File: config.mk
export PLATFORM = sky130hd
export DESIGN_NAME = mult_scheduler_flat
export DESIGN_NICKNAME = d
export VERILOG_FILES = /design/src/rtl/mult_sched_pkg.sv /design/src/rtl/mult_scheduler_if.sv /design/src/rtl/mult_scheduler_rr_arbiter.sv /design/src/rtl/mult_scheduler.sv /design/src/flat_wrapper.sv
export SDC_FILE = /design/constraint.sdc
export NUM_CORES = 1
export LEC_CHECK = 0
export ABC_AREA = 1
export CORE_UTILIZATION = 40
export CTS_CLUSTER_DIAMETER = 60
export DETAILED_ROUTE_END_ITERATION = 7
export GPL_ROUTABILITY_DRIVEN = 0
export PLACE_DENSITY = 0.89
export SYNTH_ARGS = -nofsm -noshare
export SYNTH_HDL_FRONTEND = slang
export SYNTH_SLANG_ARGS = --single-unit
File: constraint.sdc
create_clock -name clk -period 2.88 [get_ports clk]
set_clock_uncertainty 0.1 [all_clocks]
set_input_delay 0.288 -clock clk [delete_from_list [all_inputs] [get_ports clk]]
set_output_delay 0.288 -clock clk [all_outputs]
set_load 0.05 [all_outputs]
File: src/rtl/mult_sched_pkg.sv
// mult_sched_pkg: shared FSM state type, default sizing constants and index-width helper for mult_scheduler
package mult_sched_pkg;
    typedef enum logic [1:0] {IDLE, ISSUE, WAIT, WRITE} state_t;
    localparam int N_REQ_D   = 4;
    localparam int W_D       = 16;
    localparam int TIMEOUT_D = 15;
    localparam int GID_W     = $clog2(N_REQ_D);
    // Keeps index vectors at least one bit wide when only one requester exists.
    function automatic int idx_w(input int n);
        return n > 1 ? $clog2(n) : 1;
    endfunction
endpackage

File: src/rtl/mult_scheduler_if.sv
// mult_scheduler_if: requester, multiplier and result-FIFO signals of the scheduler
//   master: scheduler side (drives pops, multiplier operands, pushes, status)
//   slave:  environment side (operand FIFOs, multiplier, result FIFOs)
interface mult_scheduler_if import mult_sched_pkg::*; #(
    parameter int N_REQ = N_REQ_D,
    parameter int W     = W_D
);
    localparam int IW = idx_w(N_REQ);
    logic [N_REQ-1:0]   req;
    logic [N_REQ*W-1:0] op_a;
    logic [N_REQ*W-1:0] op_b;
    logic [N_REQ-1:0]   rd_req;
    logic [W-1:0]       mul_a;
    logic [W-1:0]       mul_b;
    logic               mul_start;
    logic               mul_done;
    logic [2*W-1:0]     mul_result;
    logic [N_REQ-1:0]   res_full;
    logic [N_REQ-1:0]   res_wr;
    logic [2*W-1:0]     res_data;
    logic [IW-1:0]      grant_id;
    logic               busy;
    logic               err_timeout;
    modport master (
        input  req, op_a, op_b, mul_done, mul_result, res_full,
        output rd_req, mul_a, mul_b, mul_start, res_wr, res_data, grant_id, busy, err_timeout
    );
    modport slave (
        output req, op_a, op_b, mul_done, mul_result, res_full,
        input  rd_req, mul_a, mul_b, mul_start, res_wr, res_data, grant_id, busy, err_timeout
    );
endinterface

File: src/rtl/mult_scheduler_rr_arbiter.sv
// rr_arbiter: combinational round-robin pick of the first set request at or after ptr
//   req: request vector, ptr: starting index
//   gnt: one-hot winner, idx: winner index, valid: any request set
module rr_arbiter #(
    parameter int N  = 4,
    parameter int IW = 2
) (
    input  logic [N-1:0]  req,
    input  logic [IW-1:0] ptr,
    output logic [N-1:0]  gnt,
    output logic [IW-1:0] idx,
    output logic          valid
);
    // Scanning from the farthest offset back to ptr leaves the nearest winner in idx.
    always_comb begin
        idx = '0;
        for (int k = N - 1; k >= 0; k--)
            if (req[(int'(ptr) + k) % N]) idx = IW'((int'(ptr) + k) % N);
        valid = |req;
        gnt = '0;
        gnt[idx] = valid;
    end
endmodule

File: src/rtl/mult_scheduler.sv
// mult_scheduler: round-robin sharing of one multiplier among N_REQ operand/result FIFO pairs
//   clk, reset: clock and asynchronous active-high reset
//   bus: requester FIFOs, multiplier handshake, result FIFOs, grant/busy/timeout status
module mult_scheduler import mult_sched_pkg::*; #(
    parameter int N_REQ   = N_REQ_D,
    parameter int W       = W_D,
    parameter int TIMEOUT = TIMEOUT_D
) (
    input logic clk,
    input logic reset,
    mult_scheduler_if.master bus
);
    localparam int IW = idx_w(N_REQ);
    localparam int CW = $clog2(TIMEOUT + 1);
    state_t state, next;
    logic [N_REQ-1:0] elig, gnt, gnt_q;
    logic [IW-1:0] win, gid, rr, gid_inc;
    logic valid, err, timeout;
    logic [W-1:0] a, b;
    logic [2*W-1:0] res;
    logic [CW-1:0] cnt;
    // A requester whose result FIFO is full is skipped, so WRITE never needs a re-check.
    assign elig = bus.req & ~bus.res_full;
    rr_arbiter #(.N(N_REQ), .IW(IW)) arb (
        .req(elig), .ptr(rr), .gnt(gnt), .idx(win), .valid(valid)
    );
    assign timeout = state == WAIT && !bus.mul_done && cnt == CW'(TIMEOUT - 1);
    assign gid_inc = gid == IW'(N_REQ - 1) ? '0 : gid + 1'b1;
    assign bus.busy = state != IDLE;
    assign bus.mul_a = a;
    assign bus.mul_b = b;
    assign bus.res_data = res;
    assign bus.grant_id = gid;
    assign bus.err_timeout = err;
    always_ff @(posedge clk or posedge reset)
        if (reset) state <= IDLE;
        else state <= next;
    always_comb begin
        next = state;
        bus.rd_req = '0;
        bus.res_wr = '0;
        bus.mul_start = 1'b0;
        case (state)
            IDLE:  if (valid) next = ISSUE;
            ISSUE: begin
                next = WAIT;
                bus.rd_req = gnt_q;
                bus.mul_start = 1'b1;
            end
            WAIT:  if (bus.mul_done) next = WRITE;
                   else if (timeout) next = IDLE;
            WRITE: begin
                next = IDLE;
                bus.res_wr = gnt_q;
            end
            default: next = IDLE;
        endcase
    end
    always_ff @(posedge clk or posedge reset)
        if (reset) begin
            gid <= '0;
            gnt_q <= '0;
            rr <= '0;
            a <= '0;
            b <= '0;
            res <= '0;
            cnt <= '0;
            err <= 1'b0;
        end else begin
            if (state == IDLE && valid) begin
                gid <= win;
                gnt_q <= gnt;
                a <= bus.op_a[win*W +: W];
                b <= bus.op_b[win*W +: W];
            end
            if (state == ISSUE) cnt <= '0;
            if (state == WAIT && !bus.mul_done) cnt <= cnt + 1'b1;
            if (state == WAIT && bus.mul_done) res <= bus.mul_result;
            if (timeout) err <= 1'b1;
            if (timeout || state == WRITE) rr <= gid_inc;
        end
endmodule

File: src/flat_wrapper.sv
// flat-port wrapper written by rule: the top's interface ports become plain ports
module mult_scheduler_flat import mult_sched_pkg::*;
#(
    parameter int N_REQ   = N_REQ_D,
    parameter int W       = W_D,
    parameter int TIMEOUT = TIMEOUT_D
)
  (clk, reset, bus_req, bus_op_a, bus_op_b, bus_mul_done, bus_mul_result, bus_res_full, bus_rd_req, bus_mul_a, bus_mul_b, bus_mul_start, bus_res_wr, bus_res_data, bus_grant_id, bus_busy, bus_err_timeout);
  mult_scheduler_if #(.N_REQ(N_REQ), .W(W)) bus_i ();
  input logic clk;
  input logic reset;
  input wire logic [$bits(bus_i.req)-1:0] bus_req;
  input wire logic [$bits(bus_i.op_a)-1:0] bus_op_a;
  input wire logic [$bits(bus_i.op_b)-1:0] bus_op_b;
  input wire logic [$bits(bus_i.mul_done)-1:0] bus_mul_done;
  input wire logic [$bits(bus_i.mul_result)-1:0] bus_mul_result;
  input wire logic [$bits(bus_i.res_full)-1:0] bus_res_full;
  output wire logic [$bits(bus_i.rd_req)-1:0] bus_rd_req;
  output wire logic [$bits(bus_i.mul_a)-1:0] bus_mul_a;
  output wire logic [$bits(bus_i.mul_b)-1:0] bus_mul_b;
  output wire logic [$bits(bus_i.mul_start)-1:0] bus_mul_start;
  output wire logic [$bits(bus_i.res_wr)-1:0] bus_res_wr;
  output wire logic [$bits(bus_i.res_data)-1:0] bus_res_data;
  output wire logic [$bits(bus_i.grant_id)-1:0] bus_grant_id;
  output wire logic [$bits(bus_i.busy)-1:0] bus_busy;
  output wire logic [$bits(bus_i.err_timeout)-1:0] bus_err_timeout;
  assign bus_i.req = bus_req;
  assign bus_i.op_a = bus_op_a;
  assign bus_i.op_b = bus_op_b;
  assign bus_i.mul_done = bus_mul_done;
  assign bus_i.mul_result = bus_mul_result;
  assign bus_i.res_full = bus_res_full;
  assign bus_rd_req = bus_i.rd_req;
  assign bus_mul_a = bus_i.mul_a;
  assign bus_mul_b = bus_i.mul_b;
  assign bus_mul_start = bus_i.mul_start;
  assign bus_res_wr = bus_i.res_wr;
  assign bus_res_data = bus_i.res_data;
  assign bus_grant_id = bus_i.grant_id;
  assign bus_busy = bus_i.busy;
  assign bus_err_timeout = bus_i.err_timeout;
  mult_scheduler #(.N_REQ(N_REQ), .W(W), .TIMEOUT(TIMEOUT)) u_core (.clk(clk), .reset(reset), .bus(bus_i));
endmodule
# After elaboration in Yosys (flattened, before gate mapping)
# Cells that the tools add are included.
# W data, S select, Z words.
[totals]
register_bits = 79
out_inout_bits = 77
elab_cells = 77
[op_classes]
add_sub_neg = 5
bitwise = 6
mux = 27
shift = 2
n_reduce_logical = 15
n_lt_le_gt_ge = 6
eq_ne = 7
[ops]
columns = ["cell", "count"]
rows = [
  ["$shiftx A64 B7 Y16", 2],
  ["$mux W2", 8],
  ["$mux W4", 4],
  ["$lt A3 B4 Y1 const B", 3],
  ["$mux W1", 9],
  ["$and A4 B4 Y4", 2],
  ["$bmux W1 S2", 4],
  ["$pmux W2 S4", 1],
  ["$eq A2 B2 Y1 const B", 3],
  ["$lt A2 B3 Y1 const B", 2],
  ["$reduce_or A2 Y1", 3],
  ["$logic_and A1 B1 Y1", 5],
  ["$add A2 B1 Y2 const B", 2],
  ["$add A2 B2 Y2 const B", 2],
  ["$add A4 B1 Y4 const B", 1],
  ["$eq A4 B4 Y1 const B", 1],
  ["$not A4 Y4", 1],
  ["$reduce_bool A2 Y1", 2],
  ["$reduce_or A4 Y1", 1],
  ["$and A1 B1 Y1 const A", 3],
  ["$ne A3 B2 Y1 const B", 1],
  ["$demux W1 S2", 1],
  ["$eq A2 B1 Y1 const B", 1],
  ["$ge A2 B1 Y1 const B", 1],
  ["other kinds (5)", 5],
]

# Depth between registers and ports, before layout
[logic_depth]
word_depth = 15
mapped_depth = 19
depth_no_buf = 16

# Hierarchy
# Synthesis repeated with hierarchy kept, for this count alone.
[hier_totals]
hier_cells = 720
hier_area_um2 = 4714.5
[modules_own_cells]
columns = ["module", "instances", "area_each_um2", "seq_area_each_um2", "cells_each"]
rows = [
  ["mult_scheduler", 1, 4469.3, 1976.9, 665],
  ["rr_arbiter", 1, 245.2, 0.0, 55],
]

# Least setup slack after synthesis
# No wires, ideal clock.
[synth_timing]
path_type = "register to output"
startpoint = "register u_core.state[1]"
endpoint = "output port bus_rd_req[0]"
path_slack_ns = 0.238
n_path_buf = 0
path_stages_with_launch = 4
arrival_ns = 2.254
path_cell_list = "dfrtp_1 > nor2_1 > clkinv_1 > nor2_1"
[synth_via]
elab_chain_cells = 2
[synth_lines]
columns = ["item", "line_no", "rtl"]
rows = [
  ["start, declared", "mult_scheduler.sv:15", "state_t state, next;"],
  ["start signal, assigned", "mult_scheduler.sv:37", "else state <= next;"],
  ["$eq A2 B1 Y1", "mult_scheduler.sv:43", "case (state)"],
  ["$mux W4", "mult_scheduler.sv:43", ""],
  ["end, declared", "flat_wrapper.sv:18", "output wire logic [$bits(bus_i.rd_req)-1:0] bus_rd_req;"],
]
# Every way passes these cells.

# Final worst setup path
[layout_timing]
startpoint = "register u_core.state[0]"
endpoint = "output port bus_rd_req[3]"
# Same word-level chain as after synthesis.

==> qor.json <==
{
  "run_status": {
    "status": "finished, final reports clean"
  },
  "setup_path": {
    "max_stage_delay_ns": 0.84,
    "path_max_fanout": 9,
    "reg2reg_setup_slack_ns": 0.48,
    "endpoint_kind": "output pin",
    "crit_chain": "inv_1, nor2_1, clkinv_1, nor2_1, clkdlybuf4s50_1",
    "cp.required_ns": 2.49,
    "setup_cp_type": "reg2out",
    "r2r_start": "u_core.rr[0]",
    "path_buf_inv": 3,
    "regToRegEndpoint": "u_core.bus.mul_a[14]",
    "timing.critical_path.max_delay_family": "buffers and inverters",
    "most_frequent_cp_cell": "sky130_fd_sc_hd__nor2_1",
    "cpMaxStageDelayCell": "sky130_fd_sc_hd__clkdlybuf4s50_1",
    "setup.worst_path.start_class": "flop",
    "timing.critical_path.arrival_ns": 2.20,
    "worst_r2r_path_depth": 10,
    "count_of_cell_instances_traversed_by_the_critical_path": 5
  },
  "clock_tree": {
    "tritoncts": "yes",
    "htree_num_levels": 3,
    "cts_post_setup_buffers_inserted": 0,
    "cts_made_buffers": 9,
    "tritoncts_num_sinks": 79,
    "clkTransAtPathRegs_ns": 0.06,
    "postCtsResizedCells": 0,
    "clk_root_buffer_cell": "sky130_fd_sc_hd__clkbuf_16",
    "clk_latency_ns": 0.33,
    "hold_buffers": 0,
    "max-clock-path-buffers": 2
  },
  "timing": {
    "hold_viol_final": 0,
    "max-slew-margin-rel": 0.3227,
    "final_setup_violations": 0,
    "worst-slew-pin-transition_ns": 1.016,
    "rsz0062_at_grt": "no",
    "drv_slew": 0,
    "finalCriticalPeriod_ns": 2.585,
    "fmax_mhz": 386.8,
    "final.hold.worst_slack_ns": 0.2851,
    "setup_tns_ns": 0,
    "setup_slack_ns": 0.2949,
    "final_worst_path_cycle_share": 0.8976
  },
  "finish": {
    "fin_util": 0.6617,
    "footprint_of_the_multi_input_gates_mm2": 0.002178,
    "final_cell_mix": "251 x sky130_fd_sc_hd__nand2_1, 247 x sky130_fd_sc_hd__clkdlybuf4s50_1, 108 x sky130_fd_sc_hd__nand3_1, 80 x sky130_fd_sc_hd__inv_1, 79 x sky130_fd_sc_hd__dfrtp_1",
    "post_route_cells_drive_above_1_share": 0.07554,
    "layout.area.seq_mm2": 0.001977,
    "final_net_count": 1056,
    "final_cell_area_mm2": 0.007556,
    "layout_commonest_cell": "sky130_fd_sc_hd__nand2_1",
    "filler_cell_count": 921,
    "antenna_cells": 0,
    "area_growth_syn_to_fin_pct": 61.00
  },
  "routing": {
    "routed_wirelength_um": 14020,
    "drc_errors": 0,
    "topRoutingLayerUsed": "met4",
    "first_iter_violations": 202,
    "met3_wirelength_um": 1454,
    "wl_per_cell_um": 13.62,
    "route.layer.met1.wl_um": 5400,
    "viasPerCell": 4.850,
    "first_pass_iters": 7,
    "drt.antenna.violating_nets": 0,
    "via_count": 4996,
    "dr_wl_met2_um": 6931
  },
  "pwr": {
    "power.density_cell_area_mw_per_mm2": 1204,
    "ir_drop_v": 0.0008902,
    "total_leakage_power_uw": 0.003740
  },
  "synth": {
    "synth.ff_latch_count": 79,
    "ys_warn_count": 0,
    "mappedNetlistArea_mm2": 0.004693,
    "syn_avg_cell_area_um2": 7.220,
    "seq_area_frac_synth": 0.4212,
    "synth_nets": 824,
    "synth.distinct_cells": 25,
    "syn_inst": 650
  },
  "die": {
    "die_footprint_mm2": 0.01217,
    "chipHeight_um": 110.3,
    "placement_rows": 39,
    "die_width_um": 110.3,
    "initial_utilization": 0.4110,
    "core_area_mm2": 0.01142,
    "i_o_pins": 248
  },
  "grt": {
    "first_pass_grt_wire_length_um": 21600,
    "grt_antenna_before_repair": 0,
    "overflow": 0,
    "grt_max_degree": 42,
    "first_global_vias": 4687,
    "grt_util_all_layers": 0.2296
  },
  "placement": {
    "post_dp_cell_area_mm2": 0.007224,
    "hpwlAfterDp_um": 10580,
    "place_ws_ns": 0.2358,
    "portBuffers": 247
  },
  "hold_path": {
    "min_path_type": "in2async"
  },
  "flow_run": {
    "cap_violations": 0
  }
}
==> report_power, final <==
group / switching [uW] / internal [uW] / total [uW]
clock network: 465 / 787 / 1250
registers: 323 / 1650 / 1970
logic: 3860 / 2020 / 5880
==> synthesized netlist by cell type <==
cell	count	area share
sky130_fd_sc_hd__clkinv_1	1	0.00080
sky130_fd_sc_hd__buf_6	6	0.014
sky130_fd_sc_hd__dfrtp_1	79	0.42
sky130_fd_sc_hd__xor2_1	1	0.0019
sky130_fd_sc_hd__nor3_1	1	0.0011
sky130_fd_sc_hd__mux2_2	32	0.077
sky130_fd_sc_hd__or3_1	1	0.0013
sky130_fd_sc_hd__inv_4	1	0.0013
sky130_fd_sc_hd__nand4_1	3	0.0040
sky130_fd_sc_hd__o211ai_1	9	0.014
sky130_fd_sc_hd__nor2_1	19	0.015
sky130_fd_sc_hd__ha_1	3	0.0080
sky130_fd_sc_hd__nand2_1	252	0.20
sky130_fd_sc_hd__a21oi_1	3	0.0032
sky130_fd_sc_hd__nand3_1	108	0.12
sky130_fd_sc_hd__nand3_2	1	0.0021
sky130_fd_sc_hd__clkbuf_1	11	0.0088
sky130_fd_sc_hd__xnor2_1	1	0.0019
sky130_fd_sc_hd__inv_1	81	0.065
sky130_fd_sc_hd__buf_2	16	0.017
sky130_fd_sc_hd__nand2_2	2	0.0027
sky130_fd_sc_hd__inv_2	2	0.0016
sky130_fd_sc_hd__o21ai_0	11	0.012
sky130_fd_sc_hd__buf_4	4	0.0064
sky130_fd_sc_hd__o22ai_1	2	0.0027
==> sequential cells by signal, summed over array words and instances, names as in the netlist <==
signal / count
u_core.bus.mul_b: 16
u_core.bus.grant_id: 2
u_core.state: 2
u_core.bus.res_data: 32
u_core.bus.mul_a: 16
u_core.rr: 2
u_core.bus.err_timeout: 1
u_core.cnt: 4
u_core.gnt_q: 4
==> through the flow <==
step,std cells,power (uW)
global route,1030,9749
finish,1030,9099
detailed placement,1014,7884
CTS,1030,9157
floorplan,650,6145
global placement,1014,7760
==> metal layers <==
metal,GRT usage,up-vias
met4,0.08365,0
met1,0.2509,2246
li1,-,2498
met2,0.4144,228
met3,0.07231,24
met5,0,-
==> kinds of logic (layout without fill, tap and decap cells) <==
| family | count (synthesis) | after routing | share of synthesized area |
|---|---|---|---|
| AOI/OAI and AO/OA | 25 | 25 | 0.03199 |
| xor gates and xnor gates | 2 | 2 | 0.003733 |
| adders and majority gates | 3 | 3 | 0.007999 |
| DFF | 79 | 79 | 0.4212 |
| and+or+nand+nor | 387 | 387 | 0.3431 |
| buffers and inverters | 122 | 359 | 0.1152 |
| muxes | 32 | 32 | 0.07678 |
==> area by class of cell <==
class | count | area share
Clock buffer | 10 | 0.03163
Clock inverter | 6 | 0.01225
Inverter | 85 | 0.04272
Multi-Input combinational cell | 449 | 0.2883
Sequential cell | 79 | 0.2616
Tap cell | 143 | 0.02368
Timing Repair Buffer | 258 | 0.3398
==> worst max path at each step <==
| stage | slack [ns] | endpoint | from |
|---|---|---|---|
| floorplan | 0.24 | bus_rd_req[0] | u_core.state[1] |
| global placement | 0.34 | u_core.bus.mul_b[9] | bus_req[1] |
| detailed placement | 0.24 | u_core.bus.mul_a[14] | bus_req[1] |
| CTS | 0.29 | bus_rd_req[3] | u_core.state[0] |
| global route | 0.17 | bus_rd_req[3] | u_core.state[0] |
| finish | 0.29 | bus_rd_req[3] | u_core.state[0] |
(Power assumes the default switching activity.)
